`config.mk`:
```
export PLATFORM = sky130hd
export DESIGN_NAME = mul_div_unit
export DESIGN_NICKNAME = d
export VERILOG_FILES = /design/src/rtl/mul_div_unit.sv
export SDC_FILE = /design/constraint.sdc
export NUM_CORES = 1
export LEC_CHECK = 0
export ABC_AREA = 1
export BUFFER_PORTS_ARGS = -buffer_cell sky130_fd_sc_hd__buf_2
export CORE_MARGIN = 3
export CORE_UTILIZATION = 46
export DETAILED_ROUTE_END_ITERATION = 7
export GPL_TIMING_DRIVEN = 0
export PLACE_DENSITY_LB_ADDON = 0.1
export SYNTH_ARGS = -nofsm -noshare
export SYNTH_HDL_FRONTEND = slang
export SYNTH_SLANG_ARGS = --single-unit
```
`constraint.sdc`:
```
create_clock -name clk -period 7.1 [get_ports clk]
set_input_delay 0.71 -clock clk [delete_from_list [all_inputs] [get_ports clk]]
set_output_delay 0.71 -clock clk [all_outputs]
set_load 0.02 [all_outputs]
```
`src/rtl/mul_div_unit.sv`:
```
// Iterative RV32M/RV64M multiply/divide unit for the EX stage.
// One radix-2 step per cycle: shift-add for multiplies, restoring division
// for divides. Operands are reduced to magnitudes on accept and the result
// is conditionally negated in FIX. Divide-by-zero and signed overflow skip
// the iteration and present their architectural result on the next cycle.
module mul_div_unit #(
    parameter int XLEN = 32
) (
    input  logic            clk,
    input  logic            rst_n,
    input  logic            flush_i,
    input  logic            valid_i,
    output logic            ready_o,
    input  logic [2:0]      func3_i,
    input  logic [XLEN-1:0] op_a_i,
    input  logic [XLEN-1:0] op_b_i,
    output logic            valid_o,
    input  logic            ready_i,
    output logic [XLEN-1:0] result_o,
    output logic            busy_o
);

    localparam int CNT_W = $clog2(XLEN) + 1;

    typedef enum logic [1:0] {S_IDLE, S_CALC, S_FIX, S_DONE} state_t;

    state_t              r_state, w_next;
    logic [CNT_W-1:0]    r_cnt;
    logic [XLEN-1:0]     r_hi;      // product high half / partial remainder
    logic [XLEN-1:0]     r_lo;      // multiplier (shifted out) / dividend -> quotient
    logic [XLEN-1:0]     r_opd;     // multiplicand magnitude / divisor magnitude
    logic [2:0]          r_func3;
    logic                r_neg;     // negate the selected result in FIX
    logic [XLEN-1:0]     r_result;

    // ---------------- request decode ----------------
    logic            w_accept, w_is_div, w_is_rem;
    logic            w_a_signed, w_b_signed, w_sa, w_sb;
    logic [XLEN-1:0] w_mag_a, w_mag_b;
    logic            w_b_zero, w_ovf, w_special;
    logic [XLEN-1:0] w_special_res;

    assign w_accept   = valid_i && (r_state == S_IDLE) && !flush_i;
    assign w_is_div   = func3_i[2];
    assign w_is_rem   = func3_i[2] && func3_i[1];
    // MULH, MULHSU and signed DIV/REM treat rs1 as signed; MULH and DIV/REM also rs2.
    assign w_a_signed = (func3_i == 3'b001) || (func3_i == 3'b010) || (func3_i[2] && !func3_i[0]);
    assign w_b_signed = (func3_i == 3'b001) || (func3_i[2] && !func3_i[0]);
    assign w_sa       = w_a_signed && op_a_i[XLEN-1];
    assign w_sb       = w_b_signed && op_b_i[XLEN-1];
    assign w_mag_a    = w_sa ? -op_a_i : op_a_i;
    assign w_mag_b    = w_sb ? -op_b_i : op_b_i;

    assign w_b_zero   = (op_b_i == '0);
    assign w_ovf      = func3_i[2] && !func3_i[0]
                        && (op_a_i == {1'b1, {(XLEN-1){1'b0}}}) && (&op_b_i);
    assign w_special  = w_is_div && (w_b_zero || w_ovf);
    // Zero divisor: quotient all-ones, remainder = dividend.
    // Overflow: quotient = dividend (signed min), remainder 0.
    assign w_special_res = w_b_zero ? (func3_i[1] ? op_a_i : '1)
                                    : (func3_i[1] ? '0 : op_a_i);

    // ---------------- iteration step ----------------
    logic [XLEN:0]   w_add, w_sh, w_diff;
    logic [2*XLEN-1:0] w_prod;
    logic [XLEN-1:0] w_quo, w_rem, w_fix_res;

    assign w_add  = r_lo[0] ? ({1'b0, r_hi} + {1'b0, r_opd}) : {1'b0, r_hi};
    assign w_sh   = {r_hi, r_lo[XLEN-1]};
    assign w_diff = w_sh - {1'b0, r_opd};   // bit XLEN set means the trial subtract borrowed

    assign w_prod = r_neg ? -{r_hi, r_lo} : {r_hi, r_lo};
    assign w_quo  = r_neg ? -r_lo : r_lo;
    assign w_rem  = r_neg ? -r_hi : r_hi;

    // Result select in FIX: low product, high product, quotient or remainder.
    always_comb begin
        w_fix_res = w_prod[XLEN-1:0];
        case (r_func3)
            3'b000:                 w_fix_res = w_prod[XLEN-1:0];
            3'b001, 3'b010, 3'b011: w_fix_res = w_prod[2*XLEN-1:XLEN];
            3'b100, 3'b101:         w_fix_res = w_quo;
            default:                w_fix_res = w_rem;
        endcase
    end

    // State register.
    always_ff @(posedge clk or negedge rst_n) begin
        if (!rst_n) r_state <= S_IDLE;
        else        r_state <= w_next;
    end

    // Next-state logic; flush overrides everything.
    always_comb begin
        w_next = r_state;
        if (flush_i) begin
            w_next = S_IDLE;
        end else begin
            case (r_state)
                S_IDLE: if (valid_i) w_next = w_special ? S_DONE : S_CALC;
                S_CALC: if (r_cnt == CNT_W'(1)) w_next = S_FIX;
                S_FIX:  w_next = S_DONE;
                S_DONE: if (ready_i) w_next = S_IDLE;
                default: w_next = S_IDLE;
            endcase
        end
    end

    // Datapath: latch on accept, iterate in CALC, produce the result in FIX.
    always_ff @(posedge clk or negedge rst_n) begin
        if (!rst_n) begin
            r_cnt    <= '0;
            r_hi     <= '0;
            r_lo     <= '0;
            r_opd    <= '0;
            r_func3  <= '0;
            r_neg    <= 1'b0;
            r_result <= '0;
        end else if (w_accept) begin
            r_func3 <= func3_i;
            r_cnt   <= CNT_W'(XLEN);
            r_hi    <= '0;
            r_neg   <= w_is_rem ? w_sa : (w_sa ^ w_sb);
            if (w_is_div) begin
                r_lo  <= w_mag_a;
                r_opd <= w_mag_b;
            end else begin
                r_lo  <= w_mag_b;
                r_opd <= w_mag_a;
            end
            if (w_special) r_result <= w_special_res;
        end else if (r_state == S_CALC && !flush_i) begin
            r_cnt <= r_cnt - CNT_W'(1);
            if (r_func3[2]) begin
                if (w_diff[XLEN]) begin
                    r_hi <= w_sh[XLEN-1:0];
                    r_lo <= {r_lo[XLEN-2:0], 1'b0};
                end else begin
                    r_hi <= w_diff[XLEN-1:0];
                    r_lo <= {r_lo[XLEN-2:0], 1'b1};
                end
            end else begin
                r_hi <= w_add[XLEN:1];
                r_lo <= {w_add[0], r_lo[XLEN-1:1]};
            end
        end else if (r_state == S_FIX && !flush_i) begin
            r_result <= w_fix_res;
        end
    end

    assign ready_o  = (r_state == S_IDLE);
    assign busy_o   = !ready_o;
    assign valid_o  = (r_state == S_DONE);
    assign result_o = r_result;

endmodule

```
# Word level (Yosys, flattened, before mapping)
# Index checks and enable logic that the tools add are counted.
# word_totals
regBits,140
latchBits,0
mem_bits_rw,0
mem_bits_ro,0
inputBits,72
out_inout_bits,35
elab_cells,95
n_memories,0
# op_classes
addsub,8
mul,0
n_div,0
order_cmp,0
eq_ne,17
shift,0
mux,33
bitwise_logic,1
n_reduce_logical,28
# op_table
op,count
32-bit two-way mux,20
32-bit negation,4
32-bit case mux with 3 select lines,1
64-bit two-way mux,1
64-bit negation,1
32-bit by 32-bit adder with 33-bit output,1
33-bit two-way mux,1
33-bit by 32-bit subtractor with 33-bit output,1
32-bit equality test (second input constant),1
32-bit zero test,1
32-bit AND reduction,1
6-bit two-way mux,2
1-bit logical AND,11
2-bit two-way mux,5
3-bit by 2-bit equality test with 1-bit output (second input constant),3
2-bit case mux with 4 select lines,1
3-bit by 1-bit equality test with 1-bit output (second input constant),2
3-bit equality test (second input constant),2
6-bit by 1-bit equality test with 1-bit output (second input constant),1
3-bit != test (second input constant),2
3-bit AND reduction,2
6-bit by 1-bit subtractor with 6-bit output (second input constant),1
2-bit equality test (second input constant),2
1-bit logical OR,4
12 further kinds,16

# Longest topological paths before layout
# logic_depth
word_depth,10
depth_mapped,19
mapped_depth_nobuf,17

# Least setup slack after synthesis
# No wires, ideal clock.
# synth_path
kind,register to register
start,reg r_lo[0]
end,reg r_result[8] (netlist: result_o[8])
setup_ns,0.116
t_arrival_ns,2.451
required_ns,6.984
setup_slack_ns,4.533
stages_incl_launch_ff,18
n_path_buf,3
synth_period_minus_slack_ns,2.567
path_cell_list,dfrtp_1 > clkbuf_1 > inv_1 > clkbuf_1 > clkbuf_1 > ha_1 > nand2_1 > nor2_1 > nand2_2 > o21ai_4 > nand2_4 > or2_0 > nand3_1 > nand2_1 > nand2_1 > nand2_1 > nand2_1 > nand2_1
# synth_between
elab_chain_len,6
word_cells_on_any_way,8
cone_classes,add/sub: 2; mux: 6
# synth_lines
element,line,rtl
from (decl),30,logic [XLEN-1:0] r_lo;
from (signal assigned),125,r_lo <= w_mag_a;
from (signal assigned),128,r_lo <= w_mag_b;
from (signal assigned),137,"r_lo <= {r_lo[XLEN-2:0], 1'b0};"
64-bit negation / 32-bit negation (equally long branches),"72, 73",
64-bit two-way mux / 32-bit two-way mux (equally long branches),"72, 73",
32-bit case mux with 3 select lines *,79,case (r_func3)
32-bit two-way mux *,146,end else if (r_state == S_FIX && !flush_i) begin
32-bit two-way mux *,132,end else if (r_state == S_CALC && !flush_i) begin
32-bit two-way mux *,119,end else if (w_accept) begin
to (signal assigned),131,if (w_special) r_result <= w_special_res;
to (signal assigned),147,r_result <= w_fix_res;
to (decl),34,logic [XLEN-1:0] r_result;
# Every way passes the cells marked *; elsewhere a longest branch is shown, timed or not. The select of a mux whose other input is x is not followed.
# A chain may end at the register's enable or synchronous reset.

# Worst setup path in the final report
# layout_path
start,reg r_lo[0]
end,reg r_result[10] (netlist: result_o[10])
# Same word-level chain as after synthesis.

==> metrics.md <==
| Metric | Value |
|---|---|
| Status | complete, no violations |
| Top_reg_cell synth | dfrtp_1 |
| WL met3 | approximately 12000 um |
| Post-route ant nets | 0 |
| Post_cts resized | 0 |
| Mean routed wirelength per cell | between 20 and 25 um |
| Setup-failing EPs final | 0 |
| Layout cells sized above 1 | 0.0634 |
| Die height | 205 um |
| Register bit total from synthesis | 140 |
| Skew final | roughly 21 ps |
| Syn. warnings | 0 |
| Buffers added on ports | between 100 and 150 |
| Async SR Flop Fraction | 1.00 |
| Syn avg cell area | about 5.5 um2 |
| Synth area leaders | nand2_1, dfrtp_1, inv_1, nor2_1, nand3_1 |
| Filler Cell Count | around 4200 |
| Drt first-iter violations | 2904 |
| Cells after Synth | around 3300 |
| Core area | about 0.04 mm2 |
| Post-CTS setup buffer count | 0 |
| Worst-Margin Slew | between 1000 and 1500 ps |
| TritonCTS buffer count | 17 |
| Max_cap viols | 0 |
| Routed met2 length | about 38000 um |
| Period utilisation layout | 0.627 |
| CTS clock-pin slew for the worst setup and hold paths | around 70 ps |
| Critical Path, Cell by Cell | clkbuf_1, inv_1, clkbuf_1, clkbuf_1, ha_1, inv_1, nor2_1, nand2_1, nor2_1, nand2_1, o21ai_2, nand2_1, nand2_1, nand3_1, nand2_1, nand2_1, nand2_1, nand2_1 |
| Vias per inst | approximately 5.9 |
| Worst path top cell family by delay | buffers and inverters |
| RD Place Congestion | 1.11 |
| Total GRT Usage | 0.429 |
| Fmax | 225 MHz |
| Clock Latency Late Sink | 460 ps |
| I/O Pins | approximately 110 |
| Final slew viol count | 0 |
| Initial Util | 0.468 |
| Post-Layout Cell Count | about 3900 |
| Register area share after synthesis | 0.192 |
| Layout area overhead | 9.69% |
| Count leader, synth | nand2_1 |
| Setup CP Type | reg -> reg |
| CP startpoint kind | register |
| HPWL Detailed | ~75000 um |
| Post-CTS Hold Fix Bufs | 0 |
| Hold Fails Final Rpt | 0 |
| Row cnt | 72 |
| Die area | around 0.042 mm2 |
| Root Buffer | clkbuf_16 |
| Leak | between 10 and 15 nW |
| Most frequent cells after synthesis | nand2_1, inv_1, nor2_1 |
| Met1 WL | ~35000 um |
| Pin count of the biggest net entering global routing | 80 |
| Critical path buffer and inverter count | 5 |
| Clock Sinks | 140 |
| Pre-CTS WS | approximately 2900 ps |
| Largest area contributor in the netlist | nand2_1 |
| CP arrival | 4790 ps |
| Critical-path top delay cell | clkbuf_1 |
| Number of global-route vias before repair | between 20000 and 25000 |
| Grt ovf | 0 |
| Number of synthesized flops with an enable pin | 0 |
| Final worst slack | between 2000 and 3000 ps |
| Final TNS setup | 0 ps |
| DR pass1 iterations | 6 |
| Final core utilization | 0.513 |
| Cell mode on critical path | nand2_1 |
| Slew headroom | 0.270 |
| Synth Cell Area | ~0.018 mm2 |
| Setup crit end kind | register |
| Htree depth | 4 |
| DR vias | approximately 23000 |
| Fin crit period | ~4500 ps |
| Remaining DRCs | 0 |
| Final wirelength | 91700 um |
| DP Cell Count | 3911 |
| CTS tree | yes |
| Initial antenna violation count | 1 |
| Worst path max stage delay | between 600 and 700 ps |
| Peak supply drop | 0.000323 V |
| Max layer used | met4 |
| Syn nets | about 3400 |
| Clk buf depth | 2 |
| RSZ-0062 raised after global routing | false |
| Worst Path Required | approximately 7400 ps |
| Share of the synthesized area in the top cell type | 0.234 |
| First-pass GRT wire length | roughly 130000 um |
| Layout Nets | around 3600 |
| Critical path fanouts, max | 10 |
| Worst min path class | in -> async |
| Pwr dens | 520 mW/mm2 |
| Post-synth cell types | 52 |
| Die width | roughly 200 um |
power breakdown:
| part | total [mW] | internal [mW] | switching [mW] | leakage [nW] |
|---|---|---|---|---|
| clock | 0.886 | 0.481 | 0.404 | 0.259 |
| sequential | 1.77 | 1.14 | 0.639 | 1.77 |
| combinational | 7.73 | 2.17 | 5.56 | 8.66 |
| total | 10.4 | 3.79 | 6.60 | 10.7 |
worst register-to-register path, stage by stage, from the launching register on:
cell and delay (ps):
dfrtp_1 360, clkbuf_1 250, inv_1 180, clkbuf_1 480, clkbuf_1 630, ha_1 420
inv_1 130, nor2_1 210, nand2_1 150, nor2_1 210, nand2_1 160, o21ai_2 350
nand2_1 90, nand2_1 70, nand3_1 280, nand2_1 220, nand2_1 70, nand2_1 70
nand2_1 50
area by class of cell:
cell class                      count  area, um2  area share
Clock buffer                       18        429      0.0215
Antenna cell                        2       5.00    0.000250
Sequential cell                   140       3500       0.175
Tap cell                          518        648      0.0324
Buffer                            121        571      0.0286
Inverter                          423       1590      0.0795
Clock inverter                     13        119     0.00595
Multi-Input combinational cell   2602      12600       0.628
Timing Repair Buffer              107        564      0.0282
stage by stage:
stage	power, mW	hold slack, ps	instance area, um2
after floorplan	6.29	414	18200
after detailed placement	9.04	460	19400
final	10.4	280	20000
after global routing	11.0	342	20000
after CTS	9.95	339	20000
after global placement	8.98	462	19400
metal layers:
metal / vias to the layer above / global-route usage
met2: 1503 / 0.644
li1: 10800 / -
met1: 10700 / 0.535
met5: - / 0
met3: 360 / 0.145
met4: 0 / 0.252
kinds of logic (layout without fill, tap and decap cells):
kind of cell | count (synthesis) | in the layout | synth area share
xor+xnor | 93 | 93 | 0.0447
flops | 140 | 140 | 0.192
compound gates | 530 | 530 | 0.161
other cells | 0 | 2 | 0
buf+inv | 544 | 682 | 0.118
simple gates | 1902 | 1902 | 0.430
fa+ha+maj | 77 | 77 | 0.0537
cells in the final DEF, fill, tap and decap left out, drive strengths merged, types with 4 or more instances in the layout:
cell,n
buf,158
clkinvlp,4
nand4,34
o21bai,13
or2,5
clkinv,8
nand2,1144
o21ai,210
nand3,275
inv,423
o221ai,13
nor3,38
nor4,4
a22oi,7
nand3b,15
clkbuf,88
dfrtp,140
xor2,79
o31ai,4
o22ai,21
ha,75
a21oi,217
o211ai,30
and2,5
a31oi,6
nor2,381
xnor2,14
path summary, 6_finish.rpt:
check	slack, ps	depth (start not counted)	startpoint	to
setup reg to reg	2650	18	r_lo[0]	result_o[10]
hold reg to reg	480	2	result_o[0]	result_o[0]
setup / recovery	2650	18	r_lo[0]	result_o[10]
hold / removal	280	1	rst_n	r_hi[28]
max in group asynchronous	5920	2	rst_n	result_o[10]
min in group clk	480	2	result_o[0]	result_o[0]
state kept, by name, indices dropped and copies added (netlist names):
| register | count |
|---|---|
| r_hi | 32 |
| r_lo | 32 |
| r_opd | 32 |
| result_o | 32 |
| r_cnt | 6 |
| r_func3 | 3 |
| r_state | 2 |
| r_neg | 1 |
Power figures use the tool's default switching activity.
